--- src/rtl/uart_cmd_framer.sv ---
// uart_cmd_framer: turns UART receiver bytes into 16-bit commands for the
// Knight's Tour command processor. The high byte arrives first. A partial
// command is dropped after an inter-byte timeout. An unacknowledged command
// that gets overwritten is flagged.
// Optional build macro CMD_CHKSUM_EN adds a third checksum byte per command.
// The checksum byte must equal high ^ low ^ 8'hFF.
module uart_cmd_framer #(
    parameter int TIMEOUT_CLKS = 52080
) (
    input  logic        clk,
    input  logic        rst_n,
    input  logic        rx_rdy,
    input  logic [7:0]  rx_data,
    output logic        clr_rx_rdy,
    output logic [15:0] cmd,
    output logic        cmd_rdy,
    input  logic        clr_cmd_rdy,
    output logic        ovr_err,
    output logic        to_err,
    output logic        chk_err
);

    localparam int CNT_W = $clog2(TIMEOUT_CLKS + 1);
    localparam logic [CNT_W-1:0] CNT_TERM = CNT_W'(TIMEOUT_CLKS - 1);

`ifdef CMD_CHKSUM_EN
    typedef enum logic [1:0] {WAIT_HI, WAIT_LO, WAIT_CHK} state_t;
`else
    typedef enum logic [1:0] {WAIT_HI, WAIT_LO} state_t;
`endif

    state_t            r_state;
    state_t            w_nextState;
    logic [CNT_W-1:0]  r_cnt;
    logic [7:0]        r_hiByte;
    logic [15:0]       r_cmd;
    logic              r_cmdRdy;
    logic              r_ovrErr;
    logic              r_toErr;
    logic              w_terminal;
    logic              w_loadHi;
    logic              w_complete;
    logic              w_timeout;
    logic [15:0]       w_newCmd;
`ifdef CMD_CHKSUM_EN
    logic [7:0]        r_loByte;
    logic              r_chkErr;
    logic              w_loadLo;
    logic              w_chkBad;
`endif

    // Every byte offered by the receiver is taken in the same cycle, so the ack is just rdy.
    assign clr_rx_rdy = rx_rdy;
    assign w_terminal = (r_cnt == CNT_TERM);

    // State register.
    always_ff @(posedge clk or negedge rst_n) begin
        if (!rst_n) r_state <= WAIT_HI;
        else        r_state <= w_nextState;
    end

    // Next-state and per-cycle events. An accepted byte always beats a timeout.
    always_comb begin
        w_nextState = r_state;
        w_loadHi    = 1'b0;
        w_complete  = 1'b0;
        w_timeout   = 1'b0;
        w_newCmd    = {r_hiByte, rx_data};
`ifdef CMD_CHKSUM_EN
        w_loadLo    = 1'b0;
        w_chkBad    = 1'b0;
`endif
        case (r_state)
            WAIT_HI: begin
                if (rx_rdy) begin
                    w_loadHi    = 1'b1;
                    w_nextState = WAIT_LO;
                end
            end
            WAIT_LO: begin
                if (rx_rdy) begin
`ifdef CMD_CHKSUM_EN
                    w_loadLo    = 1'b1;
                    w_nextState = WAIT_CHK;
`else
                    w_complete  = 1'b1;
                    w_nextState = WAIT_HI;
`endif
                end else if (w_terminal) begin
                    w_timeout   = 1'b1;
                    w_nextState = WAIT_HI;
                end
            end
`ifdef CMD_CHKSUM_EN
            WAIT_CHK: begin
                w_newCmd = {r_hiByte, r_loByte};
                if (rx_rdy) begin
                    if (rx_data == (r_hiByte ^ r_loByte ^ 8'hFF)) w_complete = 1'b1;
                    else                                          w_chkBad   = 1'b1;
                    w_nextState = WAIT_HI;
                end else if (w_terminal) begin
                    w_timeout   = 1'b1;
                    w_nextState = WAIT_HI;
                end
            end
`endif
            default: w_nextState = WAIT_HI;
        endcase
    end

    // Inter-byte counter: cleared on any state change, runs only while part of a command is held.
    always_ff @(posedge clk or negedge rst_n) begin
        if (!rst_n)                                    r_cnt <= '0;
        else if (w_nextState != r_state)               r_cnt <= '0;
        else if (r_state != WAIT_HI && !w_terminal)    r_cnt <= r_cnt + 1'b1;
    end

    // Byte holding registers; a timed-out high byte is dropped.
    always_ff @(posedge clk or negedge rst_n) begin
        if (!rst_n)         r_hiByte <= 8'h00;
        else if (w_loadHi)  r_hiByte <= rx_data;
        else if (w_timeout) r_hiByte <= 8'h00;
    end

`ifdef CMD_CHKSUM_EN
    // Low byte is parked here until the checksum byte confirms it.
    always_ff @(posedge clk or negedge rst_n) begin
        if (!rst_n)        r_loByte <= 8'h00;
        else if (w_loadLo) r_loByte <= rx_data;
    end
`endif

    // Command register and its SR ready flag; a completion wins over a clear.
    always_ff @(posedge clk or negedge rst_n) begin
        if (!rst_n) begin
            r_cmd    <= 16'h0000;
            r_cmdRdy <= 1'b0;
        end else if (w_complete) begin
            r_cmd    <= w_newCmd;
            r_cmdRdy <= 1'b1;
        end else if (clr_cmd_rdy) begin
            r_cmdRdy <= 1'b0;
        end
    end

    // Registered one-cycle error pulses.
    always_ff @(posedge clk or negedge rst_n) begin
        if (!rst_n) begin
            r_ovrErr <= 1'b0;
            r_toErr  <= 1'b0;
        end else begin
            r_ovrErr <= w_complete && r_cmdRdy && !clr_cmd_rdy;
            r_toErr  <= w_timeout;
        end
    end

`ifdef CMD_CHKSUM_EN
    // Checksum failure pulse.
    always_ff @(posedge clk or negedge rst_n) begin
        if (!rst_n) r_chkErr <= 1'b0;
        else        r_chkErr <= w_chkBad;
    end
    assign chk_err = r_chkErr;
`else
    assign chk_err = 1'b0;
`endif

    assign cmd     = r_cmd;
    assign cmd_rdy = r_cmdRdy;
    assign ovr_err = r_ovrErr;
    assign to_err  = r_toErr;

endmodule

--- config.mk ---
export PLATFORM = sky130hd
export DESIGN_NAME = uart_cmd_framer
export DESIGN_NICKNAME = d
export VERILOG_FILES = /design/src/rtl/uart_cmd_framer.sv
export SDC_FILE = /design/constraint.sdc
export NUM_CORES = 1
export LEC_CHECK = 0
export ABC_AREA = 1
export BUFFER_PORTS_ARGS = -buffer_cell sky130_fd_sc_hd__buf_2
export CELL_PAD_IN_SITES_DETAIL_PLACEMENT = 0
export CELL_PAD_IN_SITES_GLOBAL_PLACEMENT = 1
export CORE_ASPECT_RATIO = 0.6
export CORE_MARGIN = 2
export CORE_UTILIZATION = 38
export DETAILED_ROUTE_END_ITERATION = 6
export PLACE_DENSITY = 0.76
export SLEW_MARGIN = 20
export SYNTH_ARGS = -nofsm -noshare
export SYNTH_HDL_FRONTEND = slang
export SYNTH_SLANG_ARGS = --single-unit
--- constraint.sdc ---
create_clock -name clk -period 1.3 [get_ports clk]
set_input_delay 0.26 -clock clk [delete_from_list [all_inputs] [get_ports clk]]
set_output_delay 0.26 -clock clk [all_outputs]
set_load 0.05 [all_outputs]
# Word-level counts from Yosys, hierarchy flattened
# Cells that the tools add are included.
# word_totals
register_bits	45
# op_classes
add_sub_neg	1
eq_ne	3
n_mux	16
reduce_logical	10
# ops
operator	count
16-bit two-way mux	2
16-bit by 1-bit adder with 16-bit output, second input constant	1
16-bit == test, second input constant	1
8-bit two-way mux	2
1-bit two-way mux	8
2-bit nonzero test	4
2-bit two-way mux	3
2-bit case mux with 2 select lines	1
1-bit logical AND	3
2-bit by 1-bit == test with 1-bit output, second input constant	1
1-bit zero test	2
2-bit zero test	1
2-bit != test	1

# Depth between registers and ports, before layout
# Gate-level depths: netlist of the first run.
# logic_depth
word_depth	6
ltp_mapped	9
depth_no_buf	8

# Worst setup path before layout of the first run
# No wires, ideal clock.
# synth_timing
path_type	register to register
startpoint	register r_cnt[0]
endpoint	register r_cnt[14]
setup_ns	0.118
arrival_time_ns	1.204
setup_slack_ns	-0.022
path_stages_with_launch	8
path_buffers	0
path_cell_list	dfrtp_1 > ha_1 > nand2_1 > nand3b_2 > nor2_4 > nand3_2 > nor2_1 > nor2_2
# synth_between
elab_chain_cells	6
# synth_rtl
element	line	rtl
start: declaration	34	logic [CNT_W-1:0] r_cnt;
start signal: assignment	115	else if (r_state != WAIT_HI && !w_terminal) r_cnt <= r_cnt + 1'b1;
16-bit == test	54	assign w_terminal = (r_cnt == CNT_TERM);
2-bit two-way mux	89	end else if (w_terminal) begin
2-bit two-way mux	81	if (rx_rdy) begin
2-bit case mux with 2 select lines	73	case (r_state)
2-bit != test	114	else if (w_nextState != r_state) r_cnt <= '0;
16-bit two-way mux or 2-bit nonzero test (tied branches)	-	
# Parallel ways exist; a longest one is shown, timed or not. The select of a mux whose other input is x is not followed.
# A chain may end at the register's enable or synchronous reset.

# Worst setup path after layout of the first run
# layout_timing
startpoint	register r_cnt[0]
endpoint	register r_cnt[7]
# Same word-level chain as after synthesis.

==> results of run 1 <==
==> layer usage <==
metal,track usage (%),vias to the layer above,share of wire (%)
met2,23.59,24,42
met1,23.23,764,54
met3,3.746,5,3.3
met5,0,-,0
li1,-,823,-
met4,5.284,0,1.0
==> kinds of logic (layout without fill, tap and decap cells) <==
| group | after synthesis | in the layout |
|---|---|---|
| adders and majority gates | 1 | 1 |
| xor gates and xnor gates | 5 | 5 |
| AOI/OAI and AO/OA | 27 | 27 |
| DFF | 45 | 45 |
| buffers and inverters | 37 | 94 |
| and+or+nand+nor | 104 | 104 |
| muxes | 8 | 8 |
| other | 1 | 2 |
==> power by group through the flow <==
stage	combinational, W	clock [W]	sequential, W
after floorplan	0.000226	0	0.00220
after global placement	0.000996	0	0.00169
after detailed placement	0.00101	0	0.00170
after CTS	0.00102	0.000933	0.00167
after global routing	0.00110	0.000997	0.00170
final	0.00103	0.000895	0.00167
==> layout make-up <==
| class | instances | area share [%] |
|---|---|---|
| Clock buffer | 6 | 3.058 |
| Clock inverter | 2 | 0.5097 |
| Inverter | 32 | 4.912 |
| Multi-Input combinational cell | 147 | 33.87 |
| Sequential cell | 45 | 41.75 |
| Tap cell | 66 | 3.058 |
| Timing Repair Buffer | 54 | 12.84 |
==> sequential cells by signal, summed over array words and instances, names as in the netlist <==
register,cells
r_state,2
to_err,1
ovr_err,1
r_cnt,16
cmd,16
r_hiByte,8
cmd_rdy,1
==> Yosys cell counts, drive strengths merged <==
cell / n
ha: 1
nor2: 31
dfrtp: 45
conb: 1
or2: 1
nand3b: 1
o21ai: 23
nand3: 10
clkbuf: 1
xor2: 4
buf: 4
nor3: 1
a31oi: 1
mux2: 8
clkinv: 1
inv: 31
nand4: 2
a21oi: 3
nand2: 58
xnor2: 1
==> cell usage in the layout, fill, tap and decap left out, drive strengths merged, types with 2 or more instances in the layout <==
master	count
a21oi	3
buf	53
clkbuf	6
clkinv	3
conb	2
dfrtp	45
inv	31
mux2	8
nand2	58
nand3	10
nand4	2
nor2	31
o21ai	23
xor2	4
==> worst paths after layout <==
path,end,from
worst min-delay path,ovr_err$_DFF_PN0_,clr_cmd_rdy
worst min register to register,cmd[12]$_DFFE_PN0P_,cmd[12]$_DFFE_PN0P_
worst max register to register,r_cnt[7]$_DFFE_PN0P_,r_cnt[0]$_DFFE_PN0P_
max in group asynchronous,r_state[0]$_DFF_PN0_,rst_n
worst max-delay path,r_cnt[7]$_DFFE_PN0P_,r_cnt[0]$_DFFE_PN0P_
min in group asynchronous,cmd[2]$_DFFE_PN0P_,rst_n
==> repair_timing <==
item,in CTS,in global routing
endpoints found under the setup margin,26,26
hold buffers,1,0
gates resized for setup,15,21
endpoints found under the hold margin,45,0
setup buffers,1,1
pin swaps,10,5
==> critical path: cells and delay by family, from the launching register on <==
kind,cells,cell delay [ns]
compound gates,1,0.31
buf+inv,1,0.12
flops,1,0.36
simple gates,4,0.45
==> metrics by stage <==
step	cell area [um2]	total power, W	utilization [%]	hold WS [ns]	instances
final	2700	0.003599	51.88	0.1291	352
after floorplan	2120	0.002426	-	-0.03559	229
after CTS	2633	0.003629	50.58	0.1184	351
after global routing	2700	0.003798	51.88	0.1119	352
after detailed placement	2479	0.002705	47.62	0.2594	341
after global placement	2479	0.002685	47.62	0.2567	341
==> flow_metrics.tcl, run 1 <==
set metrics [dict create \
    grt_remaining_overflow 0 \
    avgRoutedWirePerCell_um 11.99 \
    p_per_area_mw_per_mm2 1333 \
    start_kind "flop" \
    grt_max_degree 46 \
    fp-row-count 20 \
    pwr-share-seq_pct 46.5 \
    ys_ff_latch 45 \
    vias_per_cell 4.591 \
    setup-violations-final 18 \
    crit_top_cell "nor2_4" \
    hp-class "in2reg" \
    num_antenna_cells 0 \
    hold_depth 2 \
    clock_sinks 45 \
    clockBufferDepth 2 \
    max-vdd-ir-drop_v 0.0008407 \
    max_stage_delay_ns 0.36 \
    antenna_found_initial 0 \
    end_kind "flop" \
    crit_path_cell_trace "buf_4 -> nand2_1 -> nor2_4 -> nand3_2 -> o21ai_0 -> nor2_4" \
    grt_pass1_vias 1593 \
    required_ns 1.48 \
    nets 298 \
    drt-initial-drc-count 56 \
    muxShareOfSynthArea_pct 4.276 \
    p_switching_w 0.001324 \
    filler_cell_count 490 \
    cts-root-buf "clkbuf_8" \
    synth-xor-area-share_pct 2.078 \
    dr.pass1.iters 4 \
    synth_warnings 0 \
    via_count 1616 \
    grt_pass1_wl_mm 7.431 \
    tns_ns -0.5801 \
    crit_fanout 4 \
    seq_area_mm2 0.001127 \
    clock.fmax_mhz 735.4 \
    synth-compound-area-share_pct 7.007 \
    clock_latency_ns 0.29 \
    period_needed_ns 1.360 \
    maxSlewViolCount 0 \
    synth_top_family_by_area "simple AND/OR/NAND/NOR gates" \
    grt_usage_pct 15.91 \
    violations "negative setup slack" \
    p_int_w 0.002275 \
    setup_slack_ns -0.05980 \
    synthTopCellsByArea "dfrtp_1 53%, nand2_1 9.1%, o21ai_0 5.2%" \
    gp_congestion 0.7877 \
    syn-cell-area_mm2 0.002107 \
    coreArea_mm2 0.005205 \
    io_buffer_count 31 \
    antenna_left 0 \
    drive_above_1_share_pct 41.26 \
    cts_made_buffers 5 \
    path_class "reg2reg" \
    reg2reg_slack_ns -0.06 \
    fin_crit_sh_pct 104.6 \
    syn2layout_area_growth_pct 28.15 \
    synth_adder_area_share_pct 0.5938 \
    io_pins 33 \
    wl_mm 4.220 \
    die_w_um 100.1 \
    p_sw_share_pct 36.77 \
    cap_violations 0 \
    clkPwrFrac_pct 24.9 \
    hold_viol 0 \
    synth-seq-area-share_pct 53.44 \
    status "finished with violations" \
    grt_setup_unrepaired "true" \
    synthDistinctLibCells 29 \
    drc 0 \
    die_height_um 61.68 \
    die_area_mm2 0.006176 \
    dpl.hpwl_mm 3.090 \
    worstRegToRegCells 6 \
    p_comb_share_pct 28.7 \
    dp_slack_ns -0.1288 \
    syn_avg_cell_area_um2 9.241 \
    synth_area_leader_cell "dfrtp_1" \
    synth_top_area_share_pct 53.44 \
    arrival_ns 1.54 \
    htreeDepth 2 \
    cts_tree "built" \
    leakage_nw 1.323 \
    multi_input_area_um2 914.6 \
    path_clk_slew_ns 0.08 \
    start_util_pct 40.48 \
    critical_path.slowest_cell "dfrtp_1" \
    yosys.area_share.simple_pct 24.52 \
    syn_inst 228 \
    fin_skew_ns 0.005248 \
]
Power figures use the tool's default switching activity.
==> run 2, diff against run 1 <==
ABC_AREA = not set   (was 1)
CORE_UTILIZATION = 39   (was 38)
==> run 2 against run 1 <==
The run still ends with negative setup slack left; sequential cell count stayed put; global-route usage increased by 1.9 points; combinational power increased by 16%; core utilization is 6.9 points higher; clock skew increased by 0.0015 ns; worst setup slack lost 0.22 ns; total power grew 11%; cell count decreased by 5.1%; sequential power increased by 2%; critical path depth decreased by 1; via count up 5.0%; critical path type unchanged.
==> flow_metrics.tcl, run 2 <==
set metrics [dict create \
    antenna_found_initial 0 \
    path_class "reg2reg" \
    ys_ff_latch 45 \
    io_pins 33 \
    violations "negative setup slack" \
    start_kind "flop" \
    end_kind "flop" \
    grt_setup_unrepaired "true" \
    synthFlopType "dfrtp_1" \
    synth_top_area_share_pct 54.41 \
    antenna_left 0 \
    coreArea_mm2 0.005080 \
    drt-initial-drc-count 67 \
    hp-class "in2reg" \
    wl_mm 4.981 \
    synth_area_leader_cell "dfrtp_1" \
    ys_async_sr_fraction_pct 100.0 \
    cts_made_buffers 5 \
    synth_warnings 0 \
    via_count 1697 \
    synth.cells.most_frequent "45 x dfrtp_1, 19 x nor2_1, 14 x a21oi_1" \
    dpl.hpwl_mm 3.570 \
    dr.pass1.iters 4 \
    cp_top_family "simple AND/OR/NAND/NOR gates" \
    filler_cell_count 420 \
    clockBufferDepth 2 \
    clock.fmax_mhz 634.4 \
    fin_skew_ns 0.006764 \
    setup-violations-final 26 \
    cts-root-buf "clkbuf_8" \
    fin_crit_sh_pct 121.3 \
    arrival_ns 1.76 \
    cts_tree "built" \
    maxSlewViolCount 0 \
    synth-seq-area-share_pct 54.41 \
    vias_per_cell 5.081 \
    final_area_mm2 0.002988 \
    synthTopCellsByArea "dfrtp_1 54%, mux2_2 6.0%, nor3_2 3.9%" \
    grt_max_degree 21 \
    synthDistinctLibCells 45 \
    syn-cell-area_mm2 0.002069 \
    clock_sinks 45 \
    fp-row-count 20 \
    status "finished with violations" \
    grt_pass1_wl_mm 8.190 \
    grt_pass1_vias 1666 \
    crit_path_cell_trace "nor4b_4 -> nand4_4 -> nor3_4 -> buf_12 -> nor3_2" \
    clock_latency_ns 0.29 \
    cp_num_buf_inv 1 \
    max-vdd-ir-drop_v 0.0008437 \
    drc 0 \
    required_ns 1.48 \
    htreeDepth 2 \
    die_height_um 60.43 \
    syn_inst 184 \
    io_buffer_count 31 \
    yosysMostFrequentCell "dfrtp_1" \
    placed_area_mm2 0.002698 \
    die_w_um 98.04 \
    critical_path.slowest_cell "dfrtp_1" \
    synth-edff-count 0 \
    nets 280 \
    max_stage_delay_ns 0.43 \
    final_common_cell "buf_4" \
    period_needed_ns 1.576 \
    drive_above_1_share_pct 54.85 \
    syn2layout_area_growth_pct 44.38 \
    avgRoutedWirePerCell_um 14.91 \
    final_cell_mix "43 x buf_4, 42 x dfrtp_1, 31 x buf_2" \
    num_antenna_cells 0 \
    grt_usage_pct 17.79 \
    p_per_area_mw_per_mm2 1334 \
    setup_slack_ns -0.2764 \
    cap_violations 0 \
    die_area_mm2 0.005924 \
    syn_avg_cell_area_um2 11.25 \
    path_clk_slew_ns 0.09 \
    tns_ns -5.501 \
    hold_viol 0 \
    crit_fanout 9 \
    grt_remaining_overflow 0 \
    leakage_nw 1.367 \
    start_util_pct 40.74 \
    gp_congestion 0.9146 \
]
-- run 2: changes by cell type after synthesis, sizes merged, moves of 3 or more --
cell	change
o21ai	-18
clkbuf	+3
xor2	-3
mux2	+8
xnor2	+4
a31oi	+3
nor3	+13
nor2	-12
a21oi	+11
inv	-25
nand2	-48
nor4	+3
-- run 2: area by class of cell --
class	count	area, um2	share of cell area [%]
well taps	66	82.58	2.764
clock inverters	2	37.54	1.256
repair buffers	82	593.1	19.85
flip-flops and latches	45	1130	37.81
clock buffers	6	82.58	2.764
multi-input cells	127	1040	34.80
inverters	6	22.52	0.7538
-- run 2: logic make-up after synthesis --
family | after synthesis | share of synthesized area, %
compound gates | 28 | 7.800
xor+xnor | 6 | 2.539
fa+ha+maj | 1 | 0.6045
buf+inv | 13 | 3.264
flops | 45 | 54.41
mux | 17 | 9.190
other cells | 1 | 0.1812
simple gates | 73 | 22.01
-- run 2: worst paths after layout --
check	from	to	slack (ns)	cells past startpoint
setup / recovery	r_cnt[10]$_DFFE_PN0P_	r_hiByte[6]$_DFFE_PN0P_	-0.28	5
hold / removal	rx_data[1]	cmd[1]$_DFFE_PN0P_	0.21	2
setup reg to reg	r_cnt[10]$_DFFE_PN0P_	r_hiByte[6]$_DFFE_PN0P_	-0.28	5
hold reg to reg	cmd[14]$_DFFE_PN0P_	cmd[14]$_DFFE_PN0P_	0.51	1
max in group asynchronous	rst_n	r_cnt[7]$_DFFE_PN0P_	0.37	3
min in group asynchronous	rst_n	r_cnt[4]$_DFFE_PN0P_	0.42	2
-- run 2: stage by stage --
stage | hold WS, ns | instances | setup slack, ns | utilization [%] | power (W)
6_report | 0.2123 | 334 | -0.2764 | 58.82 | 0.003987
5_1_grt | 0.2105 | 334 | -0.3301 | 58.82 | 0.004188
4_1_cts | 0.2061 | 331 | -0.2670 | 57.39 | 0.004029
3_5_place_dp | 0.2105 | 319 | -0.2982 | 53.10 | 0.002923
3_3_place_gp | 0.2086 | 319 | -0.2446 | 53.10 | 0.002906
2_1_floorplan | -0.03559 | 185 | -0.2610 | - | 0.002599
-- run 2: routing by layer --
layer,wire length (um),vias to the layer above,part of all wire [%],track usage [%]
met4,39,0,0.78,4.762
li1,-,819,-,-
met2,2142,46,43,26.03
met5,0,-,0,0
met3,310,5,6.2,4.263
met1,2489,827,50,26.70
-- run 2: timing repair --
item,CTS,global route
hold buffers,1,0
pin swaps,13,6
gates resized for setup,20,10
endpoints found under the hold margin,15,0
setup endpoints to repair,25,41
cloned,1,0
setup buffers,2,4
-- run 2: worst reg2reg max path: stages (launching register included) --
cell and delay, ns:
dfrtp_1 0.43, nor4b_4 0.40, nand4_4 0.17, nor3_4 0.25, buf_12 0.16, nor3_2 0.05
-- run 2: where the power goes --
part | internal [W] | total [W] | switching [W]
Sequential | 0.00161 | 0.00171 | 0.000108
Combinational | 0.000360 | 0.00119 | 0.000825
Clock | 0.000625 | 0.00109 | 0.000464
